`src/rtl/rca_pkg.sv`:
```
// Shared types and constants for the byte-serial ripple-carry add sequencer.
package rca_pkg;

  localparam int unsigned BYTE_W = 8;

  typedef enum logic [0:0] {
    IDLE,
    BUSY
  } st_e;

endpackage

```
`src/rtl/rca.sv`:
```
// Combinational 8-bit ripple-carry adder.
module rca
  import rca_pkg::*;
(
  input  logic [BYTE_W-1:0] a_i,
  input  logic [BYTE_W-1:0] b_i,
  input  logic              cin_i,
  output logic [BYTE_W-1:0] s_o,
  output logic              cout_o
);

  logic [BYTE_W:0] c;

  assign c[0] = cin_i;

  for (genvar i = 0; i < BYTE_W; i++) begin : g_fa
    assign s_o[i]   = a_i[i] ^ b_i[i] ^ c[i];
    assign c[i+1]   = (a_i[i] & b_i[i]) | (c[i] & (a_i[i] ^ b_i[i]));
  end

  assign cout_o = c[BYTE_W];

endmodule

```
`src/rtl/rca_mp_sequencer.sv`:
```
// Byte-serial multi-precision adder: streams LSB-first byte pairs through one rca,
// chaining the carry between beats and registering each sum byte.
module rca_mp_sequencer
  import rca_pkg::*;
#(
  parameter int unsigned  MAX_BYTES = 4,
  localparam int unsigned IW        = (MAX_BYTES > 1) ? $clog2(MAX_BYTES) : 1
) (
  input  logic              clk,
  input  logic              rst_n,
  input  logic              in_valid,
  output logic              in_ready,
  input  logic [BYTE_W-1:0] in_a,
  input  logic [BYTE_W-1:0] in_b,
  input  logic              in_cin,
  input  logic              in_last,
  output logic              out_valid,
  input  logic              out_ready,
  output logic [BYTE_W-1:0] out_s,
  output logic [IW-1:0]     out_idx,
  output logic              out_last,
  output logic              out_cout,
  output logic              out_ovf,
  output logic              out_err
);

  localparam logic [IW-1:0] IdxLast = IW'(MAX_BYTES - 1);

  st_e             st_q, st_d;
  logic            carry_q, carry_d;
  logic [IW-1:0]   idx_q, idx_d;
  logic            err_q, err_d;

  logic              accept;
  logic              cin_sel;
  logic [BYTE_W-1:0] sum;
  logic              cout;

  logic              out_valid_q, out_valid_d;
  logic [BYTE_W-1:0] out_s_q, out_s_d;
  logic [IW-1:0]     out_idx_q, out_idx_d;
  logic              out_last_q, out_last_d;
  logic              out_cout_q, out_cout_d;
  logic              out_ovf_q, out_ovf_d;
  logic              out_err_q, out_err_d;

  rca u_rca (
    .a_i    (in_a),
    .b_i    (in_b),
    .cin_i  (cin_sel),
    .s_o    (sum),
    .cout_o (cout)
  );

  // Control state: packet FSM, chained carry, byte index and sticky overlength flag.
  always_ff @(posedge clk or negedge rst_n) begin
    if (!rst_n) begin
      st_q    <= IDLE;
      carry_q <= 1'b0;
      idx_q   <= '0;
      err_q   <= 1'b0;
    end else begin
      st_q    <= st_d;
      carry_q <= carry_d;
      idx_q   <= idx_d;
      err_q   <= err_d;
    end
  end

  // Next-state: every accepted beat advances the packet; a last beat rearms for a new one.
  always_comb begin
    st_d    = st_q;
    carry_d = carry_q;
    idx_d   = idx_q;
    err_d   = err_q;
    if (accept) begin
      carry_d = cout;
      if (in_last) begin
        st_d  = IDLE;
        idx_d = '0;
        err_d = 1'b0;
      end else begin
        st_d  = BUSY;
        idx_d = idx_q + 1'b1;
        if (idx_q == IdxLast) begin
          err_d = 1'b1;
        end
      end
    end
  end

  // Outputs: handshake, carry mux and the next contents of the one-entry output stage.
  always_comb begin
    in_ready = !out_valid_q || out_ready;
    accept   = in_valid && in_ready;
    // First beat of a packet takes the external carry; later beats chain the stored one.
    cin_sel  = (st_q == IDLE) ? in_cin : carry_q;

    out_valid_d = out_valid_q;
    out_s_d     = out_s_q;
    out_idx_d   = out_idx_q;
    out_last_d  = out_last_q;
    out_cout_d  = out_cout_q;
    out_ovf_d   = out_ovf_q;
    out_err_d   = out_err_q;
    if (accept) begin
      out_valid_d = 1'b1;
      out_s_d     = sum;
      out_idx_d   = idx_q;
      out_last_d  = in_last;
      out_cout_d  = in_last & cout;
      out_ovf_d   = in_last & (in_a[BYTE_W-1] == in_b[BYTE_W-1]) &
                    (sum[BYTE_W-1] != in_a[BYTE_W-1]);
      out_err_d   = in_last & err_q;
    end else if (out_ready) begin
      out_valid_d = 1'b0;
    end
  end

  // One-entry output register; data only moves on an accepted beat.
  always_ff @(posedge clk or negedge rst_n) begin
    if (!rst_n) begin
      out_valid_q <= 1'b0;
      out_s_q     <= '0;
      out_idx_q   <= '0;
      out_last_q  <= 1'b0;
      out_cout_q  <= 1'b0;
      out_ovf_q   <= 1'b0;
      out_err_q   <= 1'b0;
    end else begin
      out_valid_q <= out_valid_d;
      out_s_q     <= out_s_d;
      out_idx_q   <= out_idx_d;
      out_last_q  <= out_last_d;
      out_cout_q  <= out_cout_d;
      out_ovf_q   <= out_ovf_d;
      out_err_q   <= out_err_d;
    end
  end

  assign out_valid = out_valid_q;
  assign out_s     = out_s_q;
  assign out_idx   = out_idx_q;
  assign out_last  = out_last_q;
  assign out_cout  = out_cout_q;
  assign out_ovf   = out_ovf_q;
  assign out_err   = out_err_q;

endmodule

```
`config.mk`:
```
export PLATFORM = sky130hd
export DESIGN_NAME = rca_mp_sequencer
export DESIGN_NICKNAME = d
export VERILOG_FILES = /design/src/rtl/rca_pkg.sv /design/src/rtl/rca.sv /design/src/rtl/rca_mp_sequencer.sv
export SDC_FILE = /design/constraint.sdc
export NUM_CORES = 1
export LEC_CHECK = 0
export ABC_AREA = 1
export ABC_CLOCK_PERIOD_IN_PS = 6300
export BUFFER_PORTS_ARGS = -buffer_cell sky130_fd_sc_hd__buf_2
export CORE_UTILIZATION = 35
export CTS_CLUSTER_DIAMETER = 60
export DETAILED_ROUTE_END_ITERATION = 7
export GPL_TIMING_DRIVEN = 0
export MAX_ROUTING_LAYER = met4
export PLACE_DENSITY = 0.6
export SYNTH_ARGS = -nofsm -noshare
export SYNTH_HDL_FRONTEND = slang
export SYNTH_SLANG_ARGS = --single-unit
```
`constraint.sdc`:
```
create_clock -name clk -period 6.3 [get_ports clk]
set_input_delay 1.26 -clock clk [delete_from_list [all_inputs] [get_ports clk]]
set_output_delay 1.26 -clock clk [all_outputs]
set_load 0.05 [all_outputs]
```
== Word level (Yosys, flattened, before mapping) ==
Cells that the tools add are included.
Word-level totals
  register bits: 20
  latch bits: 0
  memory bits (writable): 0
  bits in read-only memories: 0
  input port bits: 22
  logic and storage cells: 72
  memories: 0
Operators by class
  $add $sub $neg: 1
  multipliers: 0
  div/mod/pow operators: 0
  $lt $le $gt $ge: 0
  equal/unequal tests: 3
  shift operators: 0
  muxes and demuxes: 7
  bitwise logic cells: 44
  reductions and logical operators: 6
Operator list (count)
  1-bit AND: 20
  1-bit XOR: 16
  1-bit bitwise OR: 8
  1-bit two-way mux: 6
  2-bit nonzero test: 2
  2-bit by 1-bit adder with 2-bit output, second input constant: 1
  2-bit equality test, second input constant: 1
  2-bit two-way mux: 1
  2-bit AND reduction: 1
  1-bit equality test: 1
  1-bit logical AND: 1
  1-bit zero test: 1
  1-bit logical OR: 1
  1-bit != test: 1

== Logic depth before layout (Yosys ltp) ==
  depth after elaboration: 18
  gate-level depth with buffers: 16

== By module ==
A second synthesis with hierarchy kept.
Unflattened totals
  cell total of the unflattened synthesis: 112
  area, all modules: 1053.5 um^2
Modules (own cells, without submodules)
  rca_mp_sequencer: instances 1, cells an instance 94, area each 855.8 um^2
  rca: instances 1, cells an instance 18, area each 197.7 um^2

== Worst setup path before layout ==
Ideal clock, no wire load.
  path kind: input -> register
  from: in in_cin
  to: reg out_ovf_q, in the netlist out_ovf
  data arrival time: 4.543 ns
  data required time: 6.182 ns
  setup slack: 1.639 ns
  cell stages on the path: 16
  buffers on the path: 0
  cell sequence: mux2_2 -> fa_1 -> fa_1 -> fa_1 -> fa_1 -> fa_1 -> inv_1 -> fa_1 -> fa_1 -> inv_1 -> fa_1 -> nand2_1 -> inv_1 -> nor2_1 -> nand3_1 -> nand2_1
Between the ends
  cells in the longest elaborated chain, start to end: 18
RTL lines
  start, declared: RTL line rca_mp_sequencer.sv:15  | input logic in_cin,
  1-bit two-way mux: RTL line rca_mp_sequencer.sv:97  | cin_sel = (st_q == IDLE) ? in_cin : carry_q;
  1-bit AND: RTL line rca.sv:18  | assign c[i+1] = (a_i[i] & b_i[i]) | (c[i] & (a_i[i] ^ b_i[i]));
  1-bit bitwise OR: RTL line rca.sv:18
  1-bit AND: RTL line rca.sv:18
  1-bit bitwise OR: RTL line rca.sv:18
  1-bit AND: RTL line rca.sv:18
  1-bit bitwise OR: RTL line rca.sv:18
  1-bit AND: RTL line rca.sv:18
  [3 not listed]
  1-bit AND: RTL line rca.sv:18
  1-bit bitwise OR: RTL line rca.sv:18
  1-bit AND: RTL line rca.sv:18
  1-bit bitwise OR: RTL line rca.sv:18
  1-bit XOR: RTL line rca.sv:17  | assign s_o[i] = a_i[i] ^ b_i[i] ^ c[i];
  named net sum[7]: RTL line rca_mp_sequencer.sv:36  | logic [BYTE_W-1:0] sum;
  1-bit != test: RTL line rca_mp_sequencer.sv:113  | (sum[BYTE_W-1] != in_a[BYTE_W-1]);
  1-bit AND: RTL line rca_mp_sequencer.sv:112  | out_ovf_d = in_last & (in_a[BYTE_W-1] == in_b[BYTE_W-1]) &
  end signal, assigned: RTL line rca_mp_sequencer.sv:136  | out_ovf_q <= out_ovf_d;
  end, declared: RTL line rca_mp_sequencer.sv:44  | logic out_ovf_q, out_ovf_d;
The timed path passes the listed nets, and every way through them passes these cells.
A chain may end at the register's enable or synchronous reset.

== Worst setup path in the final report ==
Same ends and word-level chain as after synthesis.

==> impl_metrics.py <==
metrics = {
    "placement": {
        "placed_cells_incl_taps": 176,
        "detailed_place.area_sq_um": 1280,
        "io_buffer_count": 37,
        "globalplace.congestion": 0.729,
        "detailed_place_hpwl_um": 1560,
        "detailedPlace.worstSlack_ps": 1290,
    },
    "yosys": {
        "synth_seq_area_share": 0.473,
        "synth.yosys.warnings": 0,
        "postSynthCellCount": 108,
        "syn_avg_cell_area_sq_um": 9.80,
        "netlist-cell-type-count": 13,
        "syn_nets": 140,
        "postSynthRegisterBits": 20,
        "post_synth_instance_area_sq_um": 1060,
    },
    "global_route": {
        "grt_first_pass_wirelength_um": 3360,
        "vias_in_the_first_global_route": 788,
        "largest_net_degree_at_the_start_of_global_routing": 21,
        "overflow": 0,
        "grt_use_total": 0.141,
        "grt_antenna_before_repair": 0,
    },
    "critical_path": {
        "critPathSlowestCell": "fa_1",
        "critical_path.cell_chain": "buf_2 > mux2_2 > fa_1 > fa_1 > fa_1 > fa_1 > fa_1 > inv_1 > fa_1 > fa_1 > inv_1 > fa_1 > nand2_1 > inv_1 > nor2_1 > nand3_1 > nand2_1",
        "sort_of_element_at_the_end_of_the_critical_path": "register",
        "crit_path_max_incr_delay_ps": 530,
        "critical_path_peak_fanout": 3,
        "ff2ff_path_depth": 16,
        "crit_top_cell": "fa_1",
        "criticalPathCategory": "input port to register",
        "required_time_at_the_worst_slack_endpoint_ps": 6490,
        "start_kind": "input port",
        "crit_arrival_ps": 4870,
    },
    "layout": {
        "final_nets": 182,
        "multi_input_comb_area_sq_um": 487,
        "layout.cells.non_filler": 180,
        "finish.instance_area_sq_um": 1320,
        "num_antenna_cells": 0,
        "fillCellCount": 283,
        "layout-drive-gt1-share": 0.369,
        "areaGrowthSynthToFinish_pct": 24.6,
        "final-seq-area_sq_um": 500,
    },
    "power_and_ir_drop": {
        "power_frac_clock": 0.183,
        "power.leakage_nw": 0.752,
        "cellPowerDensity_nw_per_um2": 299,
        "net_switching_power_w": 0.000164,
        "comb_power_share": 0.401,
        "peakVddDrop_uv": 108,
        "netSwitchingFraction": 0.415,
        "p_int_w": 0.000231,
        "seq_power_share": 0.416,
    },
    "die": {
        "die-height_um": 57.0,
        "total_number_of_placement_rows": 19,
        "initial_utilization": 0.377,
        "top_level_ports": 38,
        "die_w_um": 57.0,
        "core_area_sq_um": 2810,
        "floorplan.die_area_sq_um": 3250,
    },
    "detailed_routing": {
        "detail_route.first_pass.iterations": 6,
        "drt_iter0_drc": 18,
        "antenna_violating_nets_post_route": 0,
        "total_routed_wirelength_um": 1950,
        "routed-via-count": 798,
        "drt_drc_violations_left": 5,
        "avgViaCountPerCell": 4.43,
        "final_routed_wire_length_divided_by_cell_count_um": 10.9,
    },
    "clocking": {
        "htree_num_levels": 1,
        "cts_hold_fix_bufs": 0,
        "post-cts-setup-buffers": 0,
        "insertion_delay_ps": 290,
        "cts_root_buffer": "clkbuf_4",
        "tritoncts_clock_tree": "built",
        "cts_inserted_buffers": 3,
        "cts_repair_resize_count": 0,
        "clock_tree.buffer_depth": 2,
        "clock_transition_at_the_registers_of_the_reported_paths_ps": 100,
        "cts.sinks": 20,
    },
    "sta": {
        "fin_hold_ws_ps": 481,
        "layout_setup_ws_ps": 1620,
        "period_minus_slack_ps": 4680,
        "fin_crit_sh": 0.742,
        "timing.clock.skew_ps": 5.65,
        "final_setup_violation_count": 0,
        "slew_headroom": 0.697,
        "actual_slew_at_the_worst_max_slew_pin_ps": 454,
        "rsz0062_at_grt": "false",
        "slew_violations": 0,
        "report.final.hold_viol_count": 0,
        "totalNegativeSetupSlack_ps": 0,
        "fmaxAchievable_mhz": 214,
    },
    "flow_run": {
        "max_cap_violations": 0,
    },
    "run_status": {
        "failed_checks": "design-rule violations",
        "status": "finished with violations",
    },
    "hold_path": {
        "number_of_stages_on_the_worst_hold_path": 2,
        "worst_hold_path_type": "register to register",
    },
}
## per-layer routing
| metal | track usage | wire (um) | share of wire |
|---|---|---|---|
| met1 | 0.180 | 890 | 0.46 |
| met3 | 0.0272 | 119 | 0.061 |
| met2 | 0.225 | 930 | 0.48 |
| met4 | 0.0523 | 13 | 0.0067 |
| met5 | - | 0 | 0 |
## layout by cell type, fill, tap and decap left out
| master | netlist | routed |
|---|---|---|
| clkbuf_4 | 0 | 3 |
| inv_2 | 1 | 1 |
| inv_1 | 10 | 10 |
| o21ai_2 | 7 | 7 |
| buf_6 | 2 | 2 |
| fa_1 | 8 | 8 |
| nand3_1 | 3 | 3 |
| clkbuf_8 | 0 | 1 |
| nand2_4 | 2 | 2 |
| buf_2 | 0 | 37 |
| nor2_1 | 4 | 4 |
| ha_1 | 2 | 2 |
| buf_4 | 1 | 1 |
| mux2_2 | 1 | 1 |
| nand2_1 | 47 | 47 |
| dfrtp_1 | 20 | 20 |
## through the flow
stage	total power, W	utilization
2_1_floorplan	0.000284	-
3_3_place_gp	0.000325	0.457
3_5_place_dp	0.000327	0.457
4_1_cts	0.000401	0.470
5_1_grt	0.000420	0.470
6_report	0.000395	0.470
## path summary, 6_finish.rpt
path | start | end | slack (ps)
worst max-delay path | in_cin | out_ovf | 1620
worst min-delay path | out_ovf | out_ovf | 480
worst max register to register | st_q | out_ovf | 2220
worst min register to register | out_ovf | out_ovf | 480
max in group asynchronous | rst_n | out_s[3] | 5090
min in group asynchronous | rst_n | out_valid | 900
## power groups by stage
stage / sequential, W / combinational, W / clock (W)
2_1_floorplan: 0.000232 / 0.0000522 / 0
3_3_place_gp: 0.000166 / 0.000158 / 0
3_5_place_dp: 0.000167 / 0.000160 / 0
4_1_cts: 0.000165 / 0.000160 / 0.0000759
5_1_grt: 0.000167 / 0.000172 / 0.0000807
6_report: 0.000164 / 0.000158 / 0.0000723
## sequential cells by signal, summed over array words and instances, names as in the netlist
| name | flops |
|---|---|
| st_q | 1 |
| out_idx | 2 |
| out_ovf | 1 |
| idx_q | 2 |
| out_last | 1 |
| carry_q | 1 |
| err_q | 1 |
| out_s | 8 |
| out_valid | 1 |
| out_err | 1 |
| out_cout | 1 |
## cells in the mapped netlist
library cell   n  area (sq um)
nand2_1       47           176
dfrtp_1       20           500
inv_1         10          37.5
fa_1           8           160
o21ai_2        7          61.3
nor2_1         4          15.0
nand3_1        3          15.0
buf_6          2          22.5
ha_1           2          25.0
nand2_4        2          22.5
buf_4          1          7.51
inv_2          1          3.75
mux2_2         1          11.3
## logic make-up after synthesis
| logic type | after synthesis | share of synthesized area |
|---|---|---|
| DFF | 20 | 0.473 |
| adders and majority gates | 10 | 0.175 |
| muxes | 1 | 0.0106 |
| AOI/OAI and AO/OA | 7 | 0.0579 |
| buffers and inverters | 14 | 0.0674 |
| and+or+nand+nor | 56 | 0.216 |
## layout make-up
type,count,share of cell area
clock buffer,4,0.0275
inverter,11,0.0313
sequential,20,0.380
buffer,3,0.0228
multi-input combinational,74,0.369
tap,31,0.0294
timing repair buffer,37,0.140
## worst max-delay path, delay by kind of cell
kind / cells / cell delay, ps
buffers and inverters: 4 / 290
muxes: 1 / 270
adders and majority gates: 8 / 2850
and+or+nand+nor: 4 / 200
No activity file was read; power rests on OpenSTA's default activity.
